[src/rtl/revuelve_cartas.sv]
// Purpose: fills the card board with pairs and shuffles it (Fisher-Yates driven by a free-running LFSR).
// Latency: accepted start edge at cycle t -> ocupado from t+1, cartas_revueltas from t+2*N_CARTAS.
// Backpressure: none; start edges during a fill/shuffle are ignored, the board is read combinationally.
module revuelve_cartas #(
    parameter int          N_CARTAS = 16,
    parameter int          ADDR_W   = 4,
    parameter int          ID_W     = 3,
    parameter logic [15:0] SEMILLA  = 16'hACE1
) (
    input  logic              clk,
    input  logic              rst,
    input  logic              iniciar,
    input  logic [ADDR_W-1:0] rd_addr,
    output logic [ID_W-1:0]   rd_data,
    output logic              ocupado,
    output logic              cartas_revueltas
);

    // An all-zero Galois LFSR would lock up, so a zero seed is replaced by 1.
    localparam logic [15:0]       SEMILLA_EF = (SEMILLA == 16'h0000) ? 16'h0001 : SEMILLA;
    localparam logic [15:0]       MASCARA_LFSR = 16'hB400;
    localparam logic [ADDR_W-1:0] ULTIMO = ADDR_W'(N_CARTAS - 1);

    typedef enum logic [1:0] {IDLE, LLENA, BARAJA, LISTO} estado_t;

    estado_t           estado;
    estado_t           estado_sig;
    logic [15:0]       lfsr;
    logic              iniciar_q;
    logic              inicio_ev;
    // idx is the fill position i during LLENA and the shuffle position k during BARAJA.
    logic [ADDR_W-1:0] idx;
    logic [ADDR_W-1:0] mascara;
    logic [ADDR_W-1:0] r;
    logic [ADDR_W-1:0] j;
    logic [ID_W-1:0]   tablero [N_CARTAS];

    assign inicio_ev = iniciar & ~iniciar_q;
    assign rd_data   = tablero[rd_addr];

    // State register.
    always_ff @(posedge clk or negedge rst) begin
        if (!rst) begin
            estado <= IDLE;
        end else begin
            estado <= estado_sig;
        end
    end

    // Next-state logic: fill for N_CARTAS cycles, shuffle for N_CARTAS-1 cycles, then hold.
    always_comb begin
        estado_sig = estado;
        case (estado)
            IDLE:    if (inicio_ev) estado_sig = LLENA;
            LLENA:   if (idx == ULTIMO) estado_sig = BARAJA;
            BARAJA:  if (idx == ADDR_W'(1)) estado_sig = LISTO;
            LISTO:   if (inicio_ev) estado_sig = LLENA;
            default: estado_sig = IDLE;
        endcase
    end

    // Output decode: busy while building the board, ready only while holding a finished one.
    always_comb begin
        ocupado          = 1'b0;
        cartas_revueltas = 1'b0;
        case (estado)
            LLENA, BARAJA: ocupado = 1'b1;
            LISTO:         cartas_revueltas = 1'b1;
            default:       ;
        endcase
    end

    // LFSR runs every cycle so the board depends on when the start arrives; start level is delayed for edge detection.
    always_ff @(posedge clk or negedge rst) begin
        if (!rst) begin
            lfsr      <= SEMILLA_EF;
            iniciar_q <= 1'b0;
        end else begin
            lfsr      <= (lfsr >> 1) ^ (lfsr[0] ? MASCARA_LFSR : 16'h0000);
            iniciar_q <= iniciar;
        end
    end

    // Swap partner: mask the LFSR down to the smallest all-ones value covering k, then fold out-of-range draws back into 0..k.
    always_comb begin
        mascara = idx;
        for (int s = 1; s < ADDR_W; s++) begin
            mascara = mascara | (idx >> s);
        end
        r = lfsr[ADDR_W-1:0] & mascara;
        j = (r <= idx) ? r : (r - (idx + ADDR_W'(1)));
    end

    // Position counter: counts up while filling, down while shuffling.
    always_ff @(posedge clk or negedge rst) begin
        if (!rst) begin
            idx <= '0;
        end else begin
            case (estado)
                IDLE, LISTO: if (inicio_ev) idx <= '0;
                LLENA:       idx <= (idx == ULTIMO) ? ULTIMO : idx + ADDR_W'(1);
                BARAJA:      idx <= idx - ADDR_W'(1);
                default:     idx <= '0;
            endcase
        end
    end

    // Board storage: sequential pair fill, then one two-entry swap per cycle (j == k rewrites the same value).
    always_ff @(posedge clk or negedge rst) begin
        if (!rst) begin
            for (int a = 0; a < N_CARTAS; a++) begin
                tablero[a] <= '0;
            end
        end else begin
            case (estado)
                LLENA: tablero[idx] <= ID_W'(idx >> 1);
                BARAJA: begin
                    tablero[idx] <= tablero[j];
                    tablero[j]   <= tablero[idx];
                end
                default: ;
            endcase
        end
    end

endmodule

[config.mk]
export PLATFORM = sky130hd
export DESIGN_NAME = revuelve_cartas
export DESIGN_NICKNAME = d
export VERILOG_FILES = /design/src/rtl/revuelve_cartas.sv
export SDC_FILE = /design/constraint.sdc
export NUM_CORES = 1
export LEC_CHECK = 0
export ABC_AREA = 1
export CAP_MARGIN = 20
export CORE_UTILIZATION = 50
export CTS_BUF_LIST = sky130_fd_sc_hd__clkbuf_8
export DETAILED_ROUTE_END_ITERATION = 8
export HOLD_SLACK_MARGIN = 0.1
export PLACE_DENSITY = 0.63
export SYNTH_ARGS = -nofsm -noshare
export SYNTH_HDL_FRONTEND = slang
export SYNTH_SLANG_ARGS = --single-unit
[constraint.sdc]
create_clock -name clk -period 5 [get_ports clk]
set_input_delay 0.75 -clock clk [delete_from_list [all_inputs] [get_ports clk]]
set_output_delay 0.75 -clock clk [all_outputs]
set_load 0.02 [all_outputs]
Word level (Yosys, flattened, before mapping). Cells that the tools add are included.

Memory bits (writable): 0. Latch bits: 0. Register bits: 71. Word-level logic and storage cells: 82. Memories: 0. Output and inout port bits: 5. Bits in read-only memories: 0.

$mul: 0. Muxes and demuxes: 28. Divide/modulo/power cells: 0. Reduce and logical (&&, ||, !) cells: 7. Bitwise gates (word level): 10. Shift operators: 0. Eq/ne operators: 8. Add/subtract/negate cells: 3. $lt $le $gt $ge: 6.

Operator list (number): $bwmux W48 (3); $pmux W48 S2 (1); $bmux W3 S4 (3); $demux W3 S4 (2); $mux W3 (8); $mux W16 (1); $xor A15 B16 Y16 (1); $ge A5 B5 Y1 const B (3); $not A4 Y5 (3); $mux W4 (3); $pmux W4 S3 (1); $lt A5 B1 Y1 const B (2); $mux W2 (3); $pmux W2 S3 (1); $add A4 B1 Y4 const B (1); $and A4 B4 Y4 (1); $eq A2 B2 Y1 const B (2); $eq A4 B1 Y1 const B (1); $eq A4 B4 Y1 const B (1); $le A4 B4 Y1 (1); $ne A2 B2 Y1 const B (2); $or A4 B1 Y4 (1); $or A4 B2 Y4 (1); $or A4 B3 Y4 (1); other kinds (12) (15).

Depth between registers and ports, before layout. Gate-level depths: netlist of the first run.

Word-level depth: 13. Gate-level depth with buffers: 28.

Least setup slack after synthesis of the first run. OpenSTA, ideal clock, no wires.

Kind: reg-to-reg. Start: register idx[0]. End: register tablero[45] in the netlist's numbering. Data required time: 4.877 ns. Arrival: 3.198 ns. Setup slack: 1.679 ns. Library setup time: 0.123 ns. Stages on the path, launching flop included: 22. Path buffers: 1. Path through: dfrtp_1 > inv_1 > clkbuf_1 > ha_1 > inv_1 > nor2_4 > nor2_4 > inv_4 > ha_1 > fa_1 > xor2_1 > inv_1 > o21ai_4 > inv_2 > nor2_4 > inv_2 > nor2_4 > nand2_1 > nand2_1 > nand2_1 > o21ai_0 > nand2_1.

Cells in the longest elaborated chain, start to end: 13. Elaborated cells between the ends (all ways): 30. Those cells by class: add/sub: 2; order compare: 5; mux: 15; bitwise: 6; reduce/logical: 2.

RTL lines: from (decl) (RTL line 32) `logic [ADDR_W-1:0] idx;`; from (signal assigned) (RTL line 101) `LLENA: idx <= (idx == ULTIMO) ? ULTIMO : idx + ADDR_W'(1);`; from (signal assigned) (RTL line 102) `BARAJA: idx <= idx - ADDR_W'(1);`; $or A4 B3 Y4 (RTL line 88) `mascara = mascara | (idx >> s);`; $or A4 B2 Y4 (RTL line 88); $or A4 B1 Y4 (RTL line 88); $and A4 B4 Y4 (RTL line 90) `r = lfsr[ADDR_W-1:0] & mascara;`; $sub A4 B4 Y4 or $le A4 B4 Y1 (tied branches) (RTL line 91) `j = (r <= idx) ? r : (r - (idx + ADDR_W'(1)));`; $mux W4 (RTL line 91); $not A4 Y5 (implied by the code) (RTL line 118, 119); $ge A5 B5 Y1 (implied by the code), or another cell as far along (RTL line 119) `tablero[j] <= tablero[idx];`; $logic_and A1 B1 Y1 (implied by the code) or $mux W3 (tied branches) (RTL line 119, 118); $mux W3 (on tied branches) (RTL line 119, 118); $demux W3 S4 or $bwmux W48 (tied branches) (RTL line 119, 118); $bwmux W48 (RTL line 119); $pmux W48 S2 * (RTL line 115) `case (estado)`; to (signal, indexed assignment) (RTL line 116) `LLENA: tablero[idx] <= ID_W'(idx >> 1);`; to (signal, indexed assignment) (RTL line 118) `tablero[idx] <= tablero[j];`; to (signal, indexed assignment) (RTL line 119); to (decl) (RTL line 36) `logic [ID_W-1:0] tablero [N_CARTAS];`.

Every way passes the cells marked *; elsewhere a longest branch is shown, timed or not. The select of a mux whose other input is x is not followed. A chain may end at the register's enable or synchronous reset.

Worst setup path in the final report of the first run.
Start: input port rd_addr[0]. End: output port rd_data[2].

Cells in the longest elaborated chain, start to end: 4.

RTL lines: from (decl) (RTL line 13) `input logic [ADDR_W-1:0] rd_addr,`; $not A4 Y5 (implied by the code) (RTL line 39) `assign rd_data = tablero[rd_addr];`; $bmux W3 S4 (RTL line 39); $mux W3 (implied by the code) (2 in a row) (RTL line 39); to (decl) (RTL line 14) `output logic [ID_W-1:0] rd_data,`.

Every way passes these cells. The select of a mux whose other input is x is not followed.

==> results of run 1 <==
==> flip-flops by register name, indices dropped and copies added, names as in the netlist <==
signal     flops
estado         2
iniciar_q      1
tablero       48
lfsr          16
idx            4
==> power breakdown <==
part	internal (mW)	switching, mW	total, mW
Combinational	0.657	1.95	2.61
Clock	0.190	0.267	0.457
Sequential	0.696	0.149	0.845
==> critical path, stage by stage <==
cell and delay (ps):
clkdlybuf4s50_1 1020, buf_4 360, a21oi_1 90, o21ai_0 140
nand2_1 80, o211ai_1 160, o21ai_0 110, clkdlybuf4s50_1 550
==> layout make-up <==
class,instances,area [um^2],area share
well taps,143,179,0.0282
multi-input cells,715,3630,0.572
flip-flops and latches,71,1790,0.281
clock buffers,9,124,0.0195
inverters,104,398,0.0626
repair buffers,19,168,0.0264
clock inverters,7,62.6,0.00985
==> placed cells by master (no fill, tap or decap), types with 8 or more instances in the layout <==
cell type / count
dfrtp_1: 63
clkdlybuf4s50_1: 10
o21ai_0: 84
inv_2: 10
a21oi_1: 50
o211ai_1: 16
dfstp_2: 8
clkbuf_8: 9
nor2_4: 13
nand3_1: 83
nor2_2: 18
inv_1: 89
ha_1: 15
nand2_2: 16
o22ai_1: 22
nor2_1: 79
nand2_1: 275
buf_4: 9
==> worst paths after layout <==
path                                  from          end  slack (ps)  cells after the start
worst min-delay path               lfsr[4]      lfsr[3]         350                      0
min in group asynchronous              rst  tablero[10]         470                      1
max in group asynchronous              rst  tablero[45]        3890                      1
worst max register to register      idx[1]  tablero[28]        1220                     20
worst min register to register     lfsr[4]      lfsr[3]         350                      0
worst max-delay path            rd_addr[0]   rd_data[2]         980                      8
==> layer usage <==
metal / up-vias / part of all wire / global-route usage
met1: 2878 / 0.44 / 0.467
met5: - / 0 / 0
met2: 321 / 0.43 / 0.508
met3: 43 / 0.11 / 0.0866
met4: 0 / 0.028 / 0.136
li1: 3014 / - / -
==> kinds of logic after synthesis <==
group | Yosys count | synth area share
and+or+nand+nor | 501 | 0.377
buffers and inverters | 138 | 0.0990
adders and majority gates | 16 | 0.0345
AOI/OAI and AO/OA | 192 | 0.183
DFF | 71 | 0.297
xor gates and xnor gates | 6 | 0.00873
==> results.yml, run 1 <==
status:
  status: "finished, violations left"
  violations: "design-rule violations"
clock_network:
  numCtsBuffers: 9
  cts_resized: 0
  clock_sinks: 71
  tritoncts: "yes"
  clkSlewWorstSetupHoldPaths_ps: 90
  clock_latency_ps: 380
  cts_max_level: 3
  post_cts_buffers: 0
  cts_buffer_depth: 2
  clock-root-buffer: "clkbuf_8"
  hold_buffers: 0
finish:
  layout.cells.non_filler: 1068
  stdcell_area_um2: 6350
  postLayoutCoreUtil: 0.549
  antenna_cells: 0
  layout.nets: 943
  drive_above_1_share: 0.119
  syn_to_final_growth_pct: 5.57
  n_fill_cell: 1163
worst_setup_path:
  crit_type: "in -> out"
  cp-end-kind: "output port"
  worstPathArrival_ps: 3270
  cp.required_ps: 4250
  startpoint_type: "input pin"
  cp_max_fo: 25
flow_run:
  maxCapViolCount: 0
routing:
  drt_iter0_markers: 749
  drtPass1Iterations: 9
  drt-vias-per-instance: 5.86
  wl_per_cell_um: 19.2
  drtAntennaViolNets: 0
  wirelength_um: 20500
  drc_errors: 1
  via_count: 6256
timing:
  final_hold_viol_count: 0
  setup_viol: 0
  maxSlewViolCount: 0
  fin_hold_ws_ps: 353
  clock_skew_ps: 11.6
  fmax_mhz: 249
  slew_headroom: 0.310
  fin_crit_sh: 0.804
  tns_ps: 0
  layout_min_cycle_time_ps: 4020
  setup_ws_ps: 981
  tightest_slew_ps: 1030
  rsz0062_at_grt: "false"
place:
  dpl_worst_slack_ps: 1040
  dpl.hpwl_um: 14600
  io_buffer_count: 11
  gp_congestion: 1.01
  place_area_um2: 6170
  dp_cells: 1052
synth:
  yosys.cell_types.count: 41
  yosys_most_used_dff: "dfrtp_1"
  synth_area_leader_cell: "dfrtp_1"
  synth_seq_cells: 71
  syn_inst: 924
  yosys.area.top_type_share: 0.262
  synth_fp_nets: 947
  yosysMostFrequentCell: "nand2_1"
  seq_area_frac_synth: 0.297
  async_flop_share: 1.00
  synth_edf_count: 0
  synth_area_um2: 6020
  synth_area_leaders: "dfrtp_1 (26%), nand2_1 (17%), o21ai_0 (7.0%), nand3_1 (6.9%), inv_1 (5.6%)"
  synth_commonest_cells: "nand2_1 (275), inv_1 (89), o21ai_0 (84)"
  synth.avg_cell_area_um2: 6.51
  yosysWarnings: 0
power:
  p_per_area_nw_per_um2: 616
  ir_drop_mv: 0.445
  leakagePower_nw: 3.05
  power_mw: 3.91
hold_path:
  hold_path.class: "reg -> reg"
die:
  pin_count: 12
  die_h_um: 112
  die_area_um2: 12500
  die_width_um: 112
  core_region_area_um2: 11600
  rows: 39
  initial_core_util: 0.520
global_route:
  grt_pass1_vias: 5674
  grt_first_pass_wirelength_um: 31800
  grt_antenna_before_repair: 0
  grt_overflow: 0
  grt_util_all_layers: 0.339
  grt_max_degree: 72
Note: power is estimated with default switching activity, not from simulation.
==> inputs of run 2 (changes only) <==
--- a/config.mk
+++ b/config.mk
@@ -11,7 +11,7 @@
 export CTS_BUF_LIST = sky130_fd_sc_hd__clkbuf_8
 export DETAILED_ROUTE_END_ITERATION = 8
 export HOLD_SLACK_MARGIN = 0.1
-export PLACE_DENSITY = 0.63
+export PLACE_DENSITY = 0.66
 export SYNTH_ARGS = -nofsm -noshare
 export SYNTH_HDL_FRONTEND = slang
 export SYNTH_SLANG_ARGS = --single-unit
==> constraint.sdc (replaced) <==
create_clock -name clk -period 3.35 [get_ports clk]
set_input_delay 0.5025 -clock clk [delete_from_list [all_inputs] [get_ports clk]]
set_output_delay 0.5025 -clock clk [all_outputs]
set_load 0.02 [all_outputs]
==> results.yml, run 2 (synthesized netlist as in run 1, its figures left out) <==
die:
  core_region_area_um2: 11600
  die_width_um: 112
  die_h_um: 112
  initial_core_util: 0.520
  pin_count: 12
  rows: 39
  die_area_um2: 12500
finish:
  postLayoutCoreUtil: 0.586
  layout.cells.non_filler: 1093
  seq_area_um2: 1790
  top_register: "tablero"
  drive_above_1_share: 0.168
  largest_register_ffs: 48
  antenna_cells: 0
  layout.nets: 968
  multi_input_area_um2: 3820
  n_fill_cell: 1154
  syn_to_final_growth_pct: 12.5
  layout_common_cells: "nand2_1 (265), inv_1 (88), nand3_1 (82), o21ai_0 (77), nor2_1 (73)"
  reg_top3: "tablero: 48 flops, lfsr: 16 flops, idx: 4 flops"
  layout_commonest_cell: "nand2_1"
global_route:
  grt_antenna_before_repair: 0
  grt_first_pass_wirelength_um: 32600
  grt_overflow: 0
  grt_max_degree: 72
  grt_pass1_vias: 6029
  grt_util_all_layers: 0.346
worst_setup_path:
  max_stage_delay_ps: 590
  worstPathArrival_ps: 2720
  cp-end-kind: "output port"
  crit_family: "buffers and inverters"
  cp.required_ps: 2850
  path_common_cell: "clkdlybuf4s50_1"
  regToRegSetupSlack_ps: 160
  worst-path-buf-inv: 4
  cp_max_fo: 22
  crit_chain: "clkdlybuf4s50_1 > buf_4 > inv_1 > o21ai_0 > o221ai_1 > nand2_1 > clkdlybuf4s50_1"
  critPathSlowestCell: "clkdlybuf4s50_1"
  crit_type: "in -> out"
  startpoint_type: "input pin"
power:
  leakagePower_nw: 3.20
  ir_drop_mv: 0.561
  p_per_area_nw_per_um2: 958
  power_mw: 6.49
timing:
  tns_ps: 0
  final_hold_viol_count: 0
  clock_skew_ps: 8.42
  fmax_mhz: 311
  rsz0062_at_grt: "true"
  maxSlewViolCount: 0
  setup_viol: 0
  setup_ws_ps: 131
  fin_crit_sh: 0.961
  slew_headroom: 0.383
  layout_min_cycle_time_ps: 3220
  tightest_slew_ps: 926
routing:
  drtAntennaViolNets: 0
  drc_errors: 1
  drt-vias-per-instance: 5.97
  drtPass1Iterations: 9
  wirelength_um: 21100
  wl_per_cell_um: 19.3
  via_count: 6522
  drt_iter0_markers: 783
clock_network:
  clock_latency_ps: 390
  clock-root-buffer: "clkbuf_8"
  cts_buffer_depth: 2
  clkSlewWorstSetupHoldPaths_ps: 90
  numCtsBuffers: 9
  hold_buffers: 0
  tritoncts: "yes"
  cts_max_level: 3
  clock_sinks: 71
place:
  dpl_worst_slack_ps: -4.57
  dp_cells: 1069
  gp_congestion: 1.01
  io_buffer_count: 11
  dpl.hpwl_um: 15500
flow_run:
  maxCapViolCount: 0
status:
  status: "finished, violations left"
  violations: "design-rule violations"
hold_path:
  hold_path.class: "in -> async"
[run 2: area by class of cell]
cell class | instances | area share
Clock buffer | 9 | 0.0183
Clock inverter | 7 | 0.0118
Inverter | 104 | 0.0606
Multi-Input combinational cell | 716 | 0.564
Sequential cell | 71 | 0.264
Tap cell | 143 | 0.0264
Timing Repair Buffer | 43 | 0.0554
[run 2: per-layer routing]
metal / track usage / vias to the layer above / share of wire
met5: 0 / - / 0
met4: 0.159 / 0 / 0.037
met3: 0.0642 / 60 / 0.10
met2: 0.527 / 371 / 0.44
met1: 0.477 / 3025 / 0.42
li1: - / 3066 / -
[run 2: repair_timing]
action / 4_1_cts / 5_1_grt
buffers inserted: 0 / 7
gates cloned: 0 / 1
resized for setup: 1 / 61
endpoints found under the setup margin: 1 / 48
pin swaps: 0 / 16
[run 2: per-stage QoR]
stage / area (um^2) / hold WS [ps]
6_report: 6770 / 244
3_5_place_dp: 6310 / 336
4_1_cts: 6510 / 277
3_3_place_gp: 6310 / 332
2_1_floorplan: 6020 / 207
5_1_grt: 6770 / 324
[run 2: where the power goes]
part	switching [mW]	leakage [nW]	internal, mW	total [mW]
logic	3.15	2.17	1.34	4.49
registers	0.214	0.927	1.04	1.25
clock network	0.391	0.102	0.354	0.745
total	3.76	3.20	2.73	6.49
[run 2: path summary, 6_finish.rpt]
| check | start | end | depth (start not counted) |
|---|---|---|---|
| setup reg to reg | idx[2] | tablero[12] | 21 |
| min in group clk | lfsr[4] | lfsr[3] | 0 |
| hold reg to reg | lfsr[4] | lfsr[3] | 0 |
| max in group asynchronous | rst | tablero[30] | 1 |
| hold / removal | rst | tablero[2] | 1 |
| setup / recovery | rd_addr[1] | rd_data[0] | 7 |
